`config.mk`:
```
export PLATFORM = sky130hd
export DESIGN_NAME = freq_counter_multi
export DESIGN_NICKNAME = d
export VERILOG_FILES = /design/src/rtl/freq_counter_multi.sv
export SDC_FILE = /design/constraint.sdc
export NUM_CORES = 1
export LEC_CHECK = 0
export BUFFER_PORTS_ARGS = -buffer_cell sky130_fd_sc_hd__buf_2
export CORE_UTILIZATION = 50
export DETAILED_ROUTE_END_ITERATION = 8
export GPL_TIMING_DRIVEN = 1
export PLACE_DENSITY = 0.69
export SLEW_MARGIN = 15
export SYNTH_ARGS = -nofsm -noshare
export SYNTH_HDL_FRONTEND = slang
export SYNTH_SLANG_ARGS = --single-unit
```
`constraint.sdc`:
```
create_clock -name clk -period 5.2 [get_ports clk]
set_input_delay 0.26 -clock clk [delete_from_list [all_inputs] [get_ports clk]]
set_output_delay 0.26 -clock clk [all_outputs]
set_load 0.005 [all_outputs]
```
`src/rtl/freq_counter_multi.sv`:
```
// freq_counter_multi
//   Multi-channel edge counter over an internally timed gate window. Each
//   channel synchronises its raw pin, qualifies edges by its own mode, and
//   accumulates with saturation. On the last cycle of every window all
//   channels latch their counts into hz and ovf together, and hz_valid
//   pulses for the cycle after that.
//
// Ports
//   clk        system clock, all logic on posedge
//   rst_n      asynchronous active-low reset
//   en         run enable; low holds the gate timer and accumulators at zero
//   sig_in     raw asynchronous inputs, bit i is channel i
//   edge_sel   per-channel mode at [2i+1:2i]: 00 fall, 01 rise, 10 both, 11 off
//   hz         latched counts, channel i at [i*CNT_W +: CNT_W]
//   ovf        per-channel flag: the latched window saturated
//   hz_valid   one-cycle pulse when hz/ovf update
//   gate_busy  registered en: high while a window is being timed

// Per-channel lane: synchroniser, edge detect, saturating accumulator and
// the output latch for that channel.
module freq_counter_ch #(
  parameter int CNT_W       = 10,
  parameter int SYNC_STAGES = 2
) (
  input  logic             clk,
  input  logic             rst_n,
  input  logic             en,
  input  logic             term,
  input  logic             sig,
  input  logic [1:0]       edge_sel,
  output logic [CNT_W-1:0] hz,
  output logic             ovf
);

  localparam logic [CNT_W-1:0] MAX = '1;

  logic [SYNC_STAGES-1:0] sync_q;
  logic                   hist;
  logic                   s;
  logic                   rise, fall, qual;
  logic                   full, hit;
  logic [CNT_W-1:0]       acc;
  logic                   sat;

  assign s    = sync_q[SYNC_STAGES-1];
  assign rise = s & ~hist;
  assign fall = ~s & hist;

  always_comb begin
    qual = 1'b0;
    case (edge_sel)
      2'b00:   qual = fall;
      2'b01:   qual = rise;
      2'b10:   qual = rise | fall;
      default: qual = 1'b0;
    endcase
  end

  // A qualified edge arriving while the accumulator is already full is a
  // lost count: that is what marks the window as saturated.
  assign full = (acc == MAX);
  assign hit  = qual & full;

  always_ff @(posedge clk or negedge rst_n) begin
    if (!rst_n) begin
      sync_q <= '0;
      hist   <= 1'b0;
      acc    <= '0;
      sat    <= 1'b0;
      hz     <= '0;
      ovf    <= 1'b0;
    end else begin
      // Synchroniser and history run regardless of en so the edge detector
      // is already settled when a window starts.
      sync_q <= {sync_q[SYNC_STAGES-2:0], sig};
      hist   <= s;
      if (!en) begin
        acc <= '0;
        sat <= 1'b0;
      end else if (term) begin
        // Fold the terminal cycle's own edge into the latched value so
        // nothing is lost across the window boundary.
        hz  <= hit ? MAX : acc + CNT_W'(qual);
        ovf <= sat | hit;
        acc <= '0;
        sat <= 1'b0;
      end else if (qual) begin
        if (full) sat <= 1'b1;
        else      acc <= acc + CNT_W'(1);
      end
    end
  end

endmodule

module freq_counter_multi #(
  parameter int NUM_CH      = 2,
  parameter int CNT_W       = 10,
  parameter int GATE_CYCLES = 100000000,
  parameter int SYNC_STAGES = 2
) (
  input  logic                    clk,
  input  logic                    rst_n,
  input  logic                    en,
  input  logic [NUM_CH-1:0]       sig_in,
  input  logic [2*NUM_CH-1:0]     edge_sel,
  output logic [NUM_CH*CNT_W-1:0] hz,
  output logic [NUM_CH-1:0]       ovf,
  output logic                    hz_valid,
  output logic                    gate_busy
);

  localparam int             GW   = (GATE_CYCLES > 2) ? $clog2(GATE_CYCLES) : 1;
  localparam logic [GW-1:0]  LAST = GW'(GATE_CYCLES - 1);

  logic [GW-1:0]                 gate_cnt;
  logic                          term;
  logic [NUM_CH-1:0][CNT_W-1:0]  hz_lane;

  // Terminal cycle only exists while running; en low never closes a window.
  assign term = en & (gate_cnt == LAST);

  always_ff @(posedge clk or negedge rst_n) begin
    if (!rst_n) begin
      gate_cnt  <= '0;
      hz_valid  <= 1'b0;
      gate_busy <= 1'b0;
    end else begin
      if (!en || term) gate_cnt <= '0;
      else             gate_cnt <= gate_cnt + GW'(1);
      hz_valid  <= term;
      gate_busy <= en;
    end
  end

  for (genvar i = 0; i < NUM_CH; i++) begin : g_ch
    freq_counter_ch #(
      .CNT_W       (CNT_W),
      .SYNC_STAGES (SYNC_STAGES)
    ) u_ch (
      .clk      (clk),
      .rst_n    (rst_n),
      .en       (en),
      .term     (term),
      .sig      (sig_in[i]),
      .edge_sel (edge_sel[2*i +: 2]),
      .hz       (hz_lane[i]),
      .ovf      (ovf[i])
    );
  end

  assign hz = hz_lane;

endmodule

```
# [Word-level counts from Yosys, hierarchy flattened]
# Cells that the tools add are included.
[totals] ff_bits=79 wordCells=78 output_inout_bits=24 in_bits=9
[op_classes] mux=21 n_addsub=5 eq_ne=13 reduce_logical=9 bitwise=15
[ops] cell="$mux 10" n=10
[ops] cell="$add 27x1->27 const B" n=1
[ops] cell="$eq 27x27->1 const B" n=1
[ops] cell="$mux 27" n=1
[ops] cell="$add 10x1->10" n=2
[ops] cell="$add 10x1->10 const B" n=2
[ops] cell="$eq 10x10->1 const B" n=2
[ops] cell="$ne 3x1->1 const B" n=4
[ops] cell="$reduce_and 2->1" n=5
[ops] cell="$mux 1" n=8
[ops] cell="$and 1x1->1" n=7
[ops] cell="$ne 3x3->1 const B" n=2
[ops] cell="$pmux 1 s3" n=2
[ops] cell="$eq 2x1->1 const B" n=2
[ops] cell="$eq 2x2->1 const B" n=2
[ops] cell="$logic_not 2->1" n=2
[ops] cell="$not 1->1" n=4
[ops] cell="$or 1x1->1" n=4
[ops] cell="$logic_not 1->1" n=1
[ops] cell="$logic_or 1x1->1" n=1

# [Depth between registers and ports, before layout]
[logic_depth] depth_word=7 ltp_mapped=11 mapped_depth_nobuf=11

# [Modules after synthesis]
# Synthesis repeated with hierarchy kept, for this count alone.
[unflattened] hier_cells=435 hier_area_um2=4186.5
[modules_own_cells] mod="freq_counter_ch" seq_area_each_um2=625.6 cells_each=132 area_per_inst_um2=1295.0 n_inst=2
[modules_own_cells] mod="freq_counter_multi" seq_area_each_um2=725.7 cells_each=171 area_per_inst_um2=1596.5 n_inst=1

# [Worst setup path before layout]
# No wires, ideal clock.
[synth_timing] kind="register to register" start="reg g_ch[0].u_ch.hist" end="reg g_ch[0].u_ch.hz[6]" path_slack_ns=3.058 t_required_ns=5.069 stages_incl_launch_ff=11 n_path_buf=0 synth_period_minus_slack_ns=2.142 arrival_time_ns=2.011 setup_ns=0.131 path_cell_list="dfrtp_1 ha_1 mux2_2 o21ai_2 inv_1 ha_1 ha_1 nand3_1 nor2_1 xnor2_1 a21oi_1"
[synth_between] elab_chain_len=6 elab_cells_between_ends=8 cone_classes="1 x add/sub; 2 x mux; 5 x bitwise"
[synth_rtl] element="start: declaration" line="38" rtl="logic hist;"
[synth_rtl] element="start signal: assignment" line="76" rtl="hist <= s;"
[synth_rtl] element="$not 1->1" line="46" rtl="assign rise = s & ~hist;"
[synth_rtl] element="$and 1x1->1" line="46"
[synth_rtl] element="$or 1x1->1" line="54" rtl="2'b10: qual = rise | fall;"
[synth_rtl] element="$pmux 1 s3 (*)" line="51" rtl="case (edge_sel)"
[synth_rtl] element="$add 10x1->10 or $and 1x1->1 (tied branches)" line="83, 62"
[synth_rtl] element="$mux 10 (*)" line="83" rtl="hz <= hit ? MAX : acc + CNT_W'(qual);"
[synth_rtl] element="end signal: assignment" line="83"
[synth_rtl] element="end: declaration" line="31" rtl="output logic [CNT_W-1:0] hz,"
# Every way passes the cells marked *; elsewhere a longest branch is shown, timed or not.
# A chain may end at the register's enable or synchronous reset.

# [Final worst setup path]
[layout_timing] start="reg g_ch[0].u_ch.sync_q[1]" end="reg g_ch[0].u_ch.hz[6]"
[layout_between] elab_chain_len=6 elab_cells_between_ends=8 cone_classes="1 x add/sub; 2 x mux; 5 x bitwise"
[layout_rtl] element="start: declaration" line="37" rtl="logic [SYNC_STAGES-1:0] sync_q;"
[layout_rtl] element="start signal: assignment" line="75" rtl="sync_q <= {sync_q[SYNC_STAGES-2:0], sig};"
[layout_rtl] element="$not 1->1" line="47" rtl="assign fall = ~s & hist;"
[layout_rtl] element="$and 1x1->1" line="47"
[layout_rtl] element="$or 1x1->1" line="54"
[layout_rtl] element="$pmux 1 s3 (*)" line="51"
[layout_rtl] element="$add 10x1->10 or $and 1x1->1 (tied branches)" line="83, 62"
[layout_rtl] element="$mux 10 (*)" line="83"
# Marked as above.

==> metrics.txt <==
run status complete, no violations; router iterations before antenna repair 7; detail-routed via count per cell 5.48; setup slack of the most critical reg-to-reg path around 2.8 ns; combinational family with the most area after synthesis simple AND/OR/NAND/NOR gates; post-synthesis share of cell area spent on xor and xnor gates 0.101; WP data arrival 2.67 ns; Fin Setup TNS 0 ns; antenna-violating nets left 0; crit path buf inv count 2; wire length per cell after detailed routing 13.9 µm; final HPWL from detailed placement 5190 µm; category of the worst setup path launch point flop; share of power burned in registers 0.526; final estimated routing congestion in global placement about 0.8; cell with the largest stage delay on the worst path sky130_fd_sc_hd__dfrtp_1; hold violation count in the final report 0; unrepaired setup endpoints after global routing no; die outline height 91.2 µm; Crit path depth 11; fraction of the mapped netlist area in compound gates 0.0820; Reg2Reg Launch Point g_ch[0].u_ch.sync_q[1]$_DFF_PN0_; Post-Synthesis Cell Area 3980 µm²; buffer type at the clock tree root sky130_fd_sc_hd__clkbuf_8; ordered list of cells on the worst path inv_1, ha_1, mux2_2, o21ai_2, inv_1, ha_1, ha_1, nand3_1, nor2_1, xnor2_1, a21oi_1; multi-input combinational cell area 1870 µm²; worst slack on hold paths 0.0218 ns; number of sinks driven by the clock tree around 80; part of the Yosys area used for sequential elements 0.497; Max Clk Rate 0.411 GHz; share of total power in the clock network 0.428; number of nets in the finished design about 460; I/O pins 33; unique cell type count in the Yosys netlist 39; average cell area after synthesis 9.54 µm²; ant diodes 0; power density cells ~270 nW/µm²; MaxCap Viol Count 0; worst r2r path cells 11; clock insertion delay at the later pin of the skew report 0.35 ns; internal portion of total power 0.000937 W; Crit Reg-Reg Endpoint g_ch[0].u_ch.hz[6]$_DFFE_PN0P_; count of final setup violators 0; fill cell count 700; number of design rule violations left after detail routing 0; standby leakage power around 1.9 nW; synthesized netlist net count 437; Worst Path Max Fanout 10; top_reg_cell synth sky130_fd_sc_hd__dfrtp_1; total global routing track utilization 0.203; end point of the critical path g_ch[0].u_ch.hz[6]$_DFFE_PN0P_; number of antenna violations at the first check in global routing 0; largest clock skew in the final design about 0.013 ns; synthesized flop and latch total 79; Data required, critical path about 5.4 ns; first-pass GRT wire length 13,500 µm; worst-margin pin slew around 0.96 ns; overall overflow remaining after global route 0; Total Wirelength 7660 µm; DR iter-0 viols 123; Site Rows 32; CTS clk-pin slew, worst paths 0.09 ns; simple logic cell fraction of the synthesized area 0.246; portion of netlist area occupied by mux cells 0.00534; maximum VDD drop 0.000171 V; ys async rst share 1.00; Net Sw Frac 0.220; count of flip-flops with a built-in enable after synthesis 0; Core Footprint 7730 µm²; final critical-path required period ~2.4 ns; number of global-route vias before repair 2,896; sequential cell area 1980 µm²; number of buffers added to fix hold violations after cts 0; CP max stage delay 0.37 ns; critical setup path kind reg -> reg; DR vias 3,014; type of destination of the critical path flop; Yosys warning total 0; share of post-route cells with drive strength above 1 0.127; Rel. slew slack 0.358; starting density of the core 0.515; Die Outline Area 8320 µm²; number of gates given a new drive strength after cts 0; pin count of the biggest net entering global routing 80; TritonCTS Buffers 9; final clock period utilization by the worst path 0.468; switching component of the power 0.000264 W; Clock Tree Buf Depth 2; TritonCTS clock tree yes; proportion of power drawn by combinational gates 0.046; Synth Area in Adders 0.0346; number of buffers added on ports 32; Top delay family on crit path adder cells; cell count after synthesis roughly 420; class of the tightest hold or removal check in -> reg; CP dominant cell by count sky130_fd_sc_hd__ha_1; H-tree level count 3; number of post-CTS setup repair buffers 0; synthesis-to-finish area growth 11.1%; die width 91.2 µm; source of the critical timing path g_ch[0].u_ch.sync_q[1]$_DFF_PN0_; Final Max Slew Viols 0
==> cell type report <==
class,count,area share
Inverter,11,0.00934
Clock buffer,13,0.0359
Clock inverter,3,0.0147
Timing Repair Buffer,34,0.0402
Sequential cell,79,0.447
Multi-Input combinational cell,308,0.424
Tap cell,102,0.0289
==> state kept, by name, indices dropped and copies added (netlist names) <==
name / cells
gate_cnt: 27
g_ch.u_ch.acc: 20
g_ch.u_ch.hz: 20
g_ch.u_ch.sync_q: 4
g_ch.u_ch.hist: 2
g_ch.u_ch.ovf: 2
g_ch.u_ch.sat: 2
gate_busy: 1
hz_valid: 1
==> worst register-to-register path, stage by stage, from the launching register on <==
cell,delay (ns)
sky130_fd_sc_hd__dfrtp_1,0.37
sky130_fd_sc_hd__inv_1,0.05
sky130_fd_sc_hd__ha_1,0.17
sky130_fd_sc_hd__mux2_2,0.26
sky130_fd_sc_hd__o21ai_2,0.36
sky130_fd_sc_hd__inv_1,0.18
sky130_fd_sc_hd__ha_1,0.24
sky130_fd_sc_hd__ha_1,0.21
sky130_fd_sc_hd__nand3_1,0.17
sky130_fd_sc_hd__nor2_1,0.08
sky130_fd_sc_hd__xnor2_1,0.15
sky130_fd_sc_hd__a21oi_1,0.08
==> per-stage QoR <==
step	setup WS, ns	cell area [µm²]	instances	power, W	util
after floorplan	3.06	3980	417	0.000674	-
after global placement	2.79	4200	534	0.000698	0.543
after detailed placement	2.73	4200	534	0.000700	0.543
after CTS	2.73	4420	550	0.00121	0.572
after global routing	2.56	4420	550	0.00125	0.572
final	2.76	4420	550	0.00120	0.572
==> metal layers <==
metal	part of all wire	GRT usage	vias up
li1	-	-	1502
met1	0.49	0.274	1453
met2	0.47	0.331	49
met3	0.031	0.0419	10
met4	0.010	0.0569	0
met5	0	0	-
==> how the worst min path moves through the flow <==
stage / startpoint / to / cells after the start
after global routing: sig_in[0] / g_ch[0].u_ch.sync_q[0]$_DFF_PN0_ / 1
after detailed placement: g_ch[0].u_ch.sync_q[0]$_DFF_PN0_ / g_ch[0].u_ch.sync_q[1]$_DFF_PN0_ / 0
after CTS: sig_in[1] / g_ch[1].u_ch.sync_q[0]$_DFF_PN0_ / 1
after floorplan: rst_n / g_ch[0].u_ch.acc[0]$_DFFE_PN0P_ / 0
final: sig_in[1] / g_ch[1].u_ch.sync_q[0]$_DFF_PN0_ / 1
after global placement: g_ch[1].u_ch.sync_q[0]$_DFF_PN0_ / g_ch[1].u_ch.sync_q[1]$_DFF_PN0_ / 0
==> power groups by stage <==
stage	Combinational, W	Clock (W)	Sequential (W)
2_1_floorplan	0.0000324	0	0.000641
3_3_place_gp	0.0000552	0	0.000643
3_5_place_dp	0.0000566	0	0.000643
4_1_cts	0.0000568	0.000522	0.000631
5_1_grt	0.0000648	0.000550	0.000633
6_report	0.0000549	0.000514	0.000631
==> cells in the final DEF (no fill, tap or decap), types with 2 or more instances in the layout <==
cell type                   netlist  final
sky130_fd_sc_hd__xnor2_1         31     31
sky130_fd_sc_hd__a21oi_1         23     23
sky130_fd_sc_hd__nor4_1          14     13
sky130_fd_sc_hd__buf_2            7     31
sky130_fd_sc_hd__ha_1            11     11
sky130_fd_sc_hd__o2111ai_1        2      2
sky130_fd_sc_hd__o21ai_0         12     12
sky130_fd_sc_hd__or3_1            3      3
sky130_fd_sc_hd__nor3_1          20     20
sky130_fd_sc_hd__a31oi_1          2      2
sky130_fd_sc_hd__a311oi_1         2      2
sky130_fd_sc_hd__nand2_1         26     26
sky130_fd_sc_hd__and4_1           8      8
sky130_fd_sc_hd__buf_4            2      3
sky130_fd_sc_hd__nor3b_1          3      3
sky130_fd_sc_hd__clkbuf_1         9      2
sky130_fd_sc_hd__clkbuf_8         0     11
sky130_fd_sc_hd__inv_1           11     11
sky130_fd_sc_hd__dfrtp_1         79     79
sky130_fd_sc_hd__a211oi_1         4      4
sky130_fd_sc_hd__xor2_1          15     15
sky130_fd_sc_hd__a21boi_0         3      3
sky130_fd_sc_hd__bufinv_16        0      2
sky130_fd_sc_hd__and2_1           5      5
sky130_fd_sc_hd__nand4_1          7      7
sky130_fd_sc_hd__nor2_1          71     71
sky130_fd_sc_hd__nand3_1         23     23
sky130_fd_sc_hd__nor2_2           2      2
sky130_fd_sc_hd__nand2b_1         3      3
sky130_fd_sc_hd__o211ai_1         2      2
sky130_fd_sc_hd__and3_1           7      7
==> cells by family after synthesis <==
family,Yosys count
AO/OA/AOI/OAI,52
AND/OR/NAND/NOR,197
adder cells (fa/ha/maj),11
buffers and inverters,30
XOR/XNOR,46
flip-flops,79
multiplexers,2
==> synth_stat cells, types with 3 or more instances <==
| cell type | number | area, µm² |
|---|---|---|
| sky130_fd_sc_hd__dfrtp_1 | 79 | 1980 |
| sky130_fd_sc_hd__nor2_1 | 71 | 267 |
| sky130_fd_sc_hd__xnor2_1 | 31 | 272 |
| sky130_fd_sc_hd__nand2_1 | 26 | 97.6 |
| sky130_fd_sc_hd__a21oi_1 | 23 | 115 |
| sky130_fd_sc_hd__nand3_1 | 23 | 115 |
| sky130_fd_sc_hd__nor3_1 | 20 | 100 |
| sky130_fd_sc_hd__xor2_1 | 15 | 131 |
| sky130_fd_sc_hd__nor4_1 | 14 | 87.6 |
| sky130_fd_sc_hd__o21ai_0 | 12 | 60.1 |
| sky130_fd_sc_hd__ha_1 | 11 | 138 |
| sky130_fd_sc_hd__inv_1 | 11 | 41.3 |
| sky130_fd_sc_hd__clkbuf_1 | 9 | 33.8 |
| sky130_fd_sc_hd__and4_1 | 8 | 70.1 |
| sky130_fd_sc_hd__and3_1 | 7 | 43.8 |
| sky130_fd_sc_hd__buf_2 | 7 | 35.0 |
| sky130_fd_sc_hd__nand4_1 | 7 | 43.8 |
| sky130_fd_sc_hd__and2_1 | 5 | 31.3 |
| sky130_fd_sc_hd__a211oi_1 | 4 | 30.0 |
| sky130_fd_sc_hd__a21boi_0 | 3 | 22.5 |
| sky130_fd_sc_hd__nand2b_1 | 3 | 18.8 |
| sky130_fd_sc_hd__nor3b_1 | 3 | 22.5 |
| sky130_fd_sc_hd__or3_1 | 3 | 18.8 |
(Power assumes the default switching activity.)
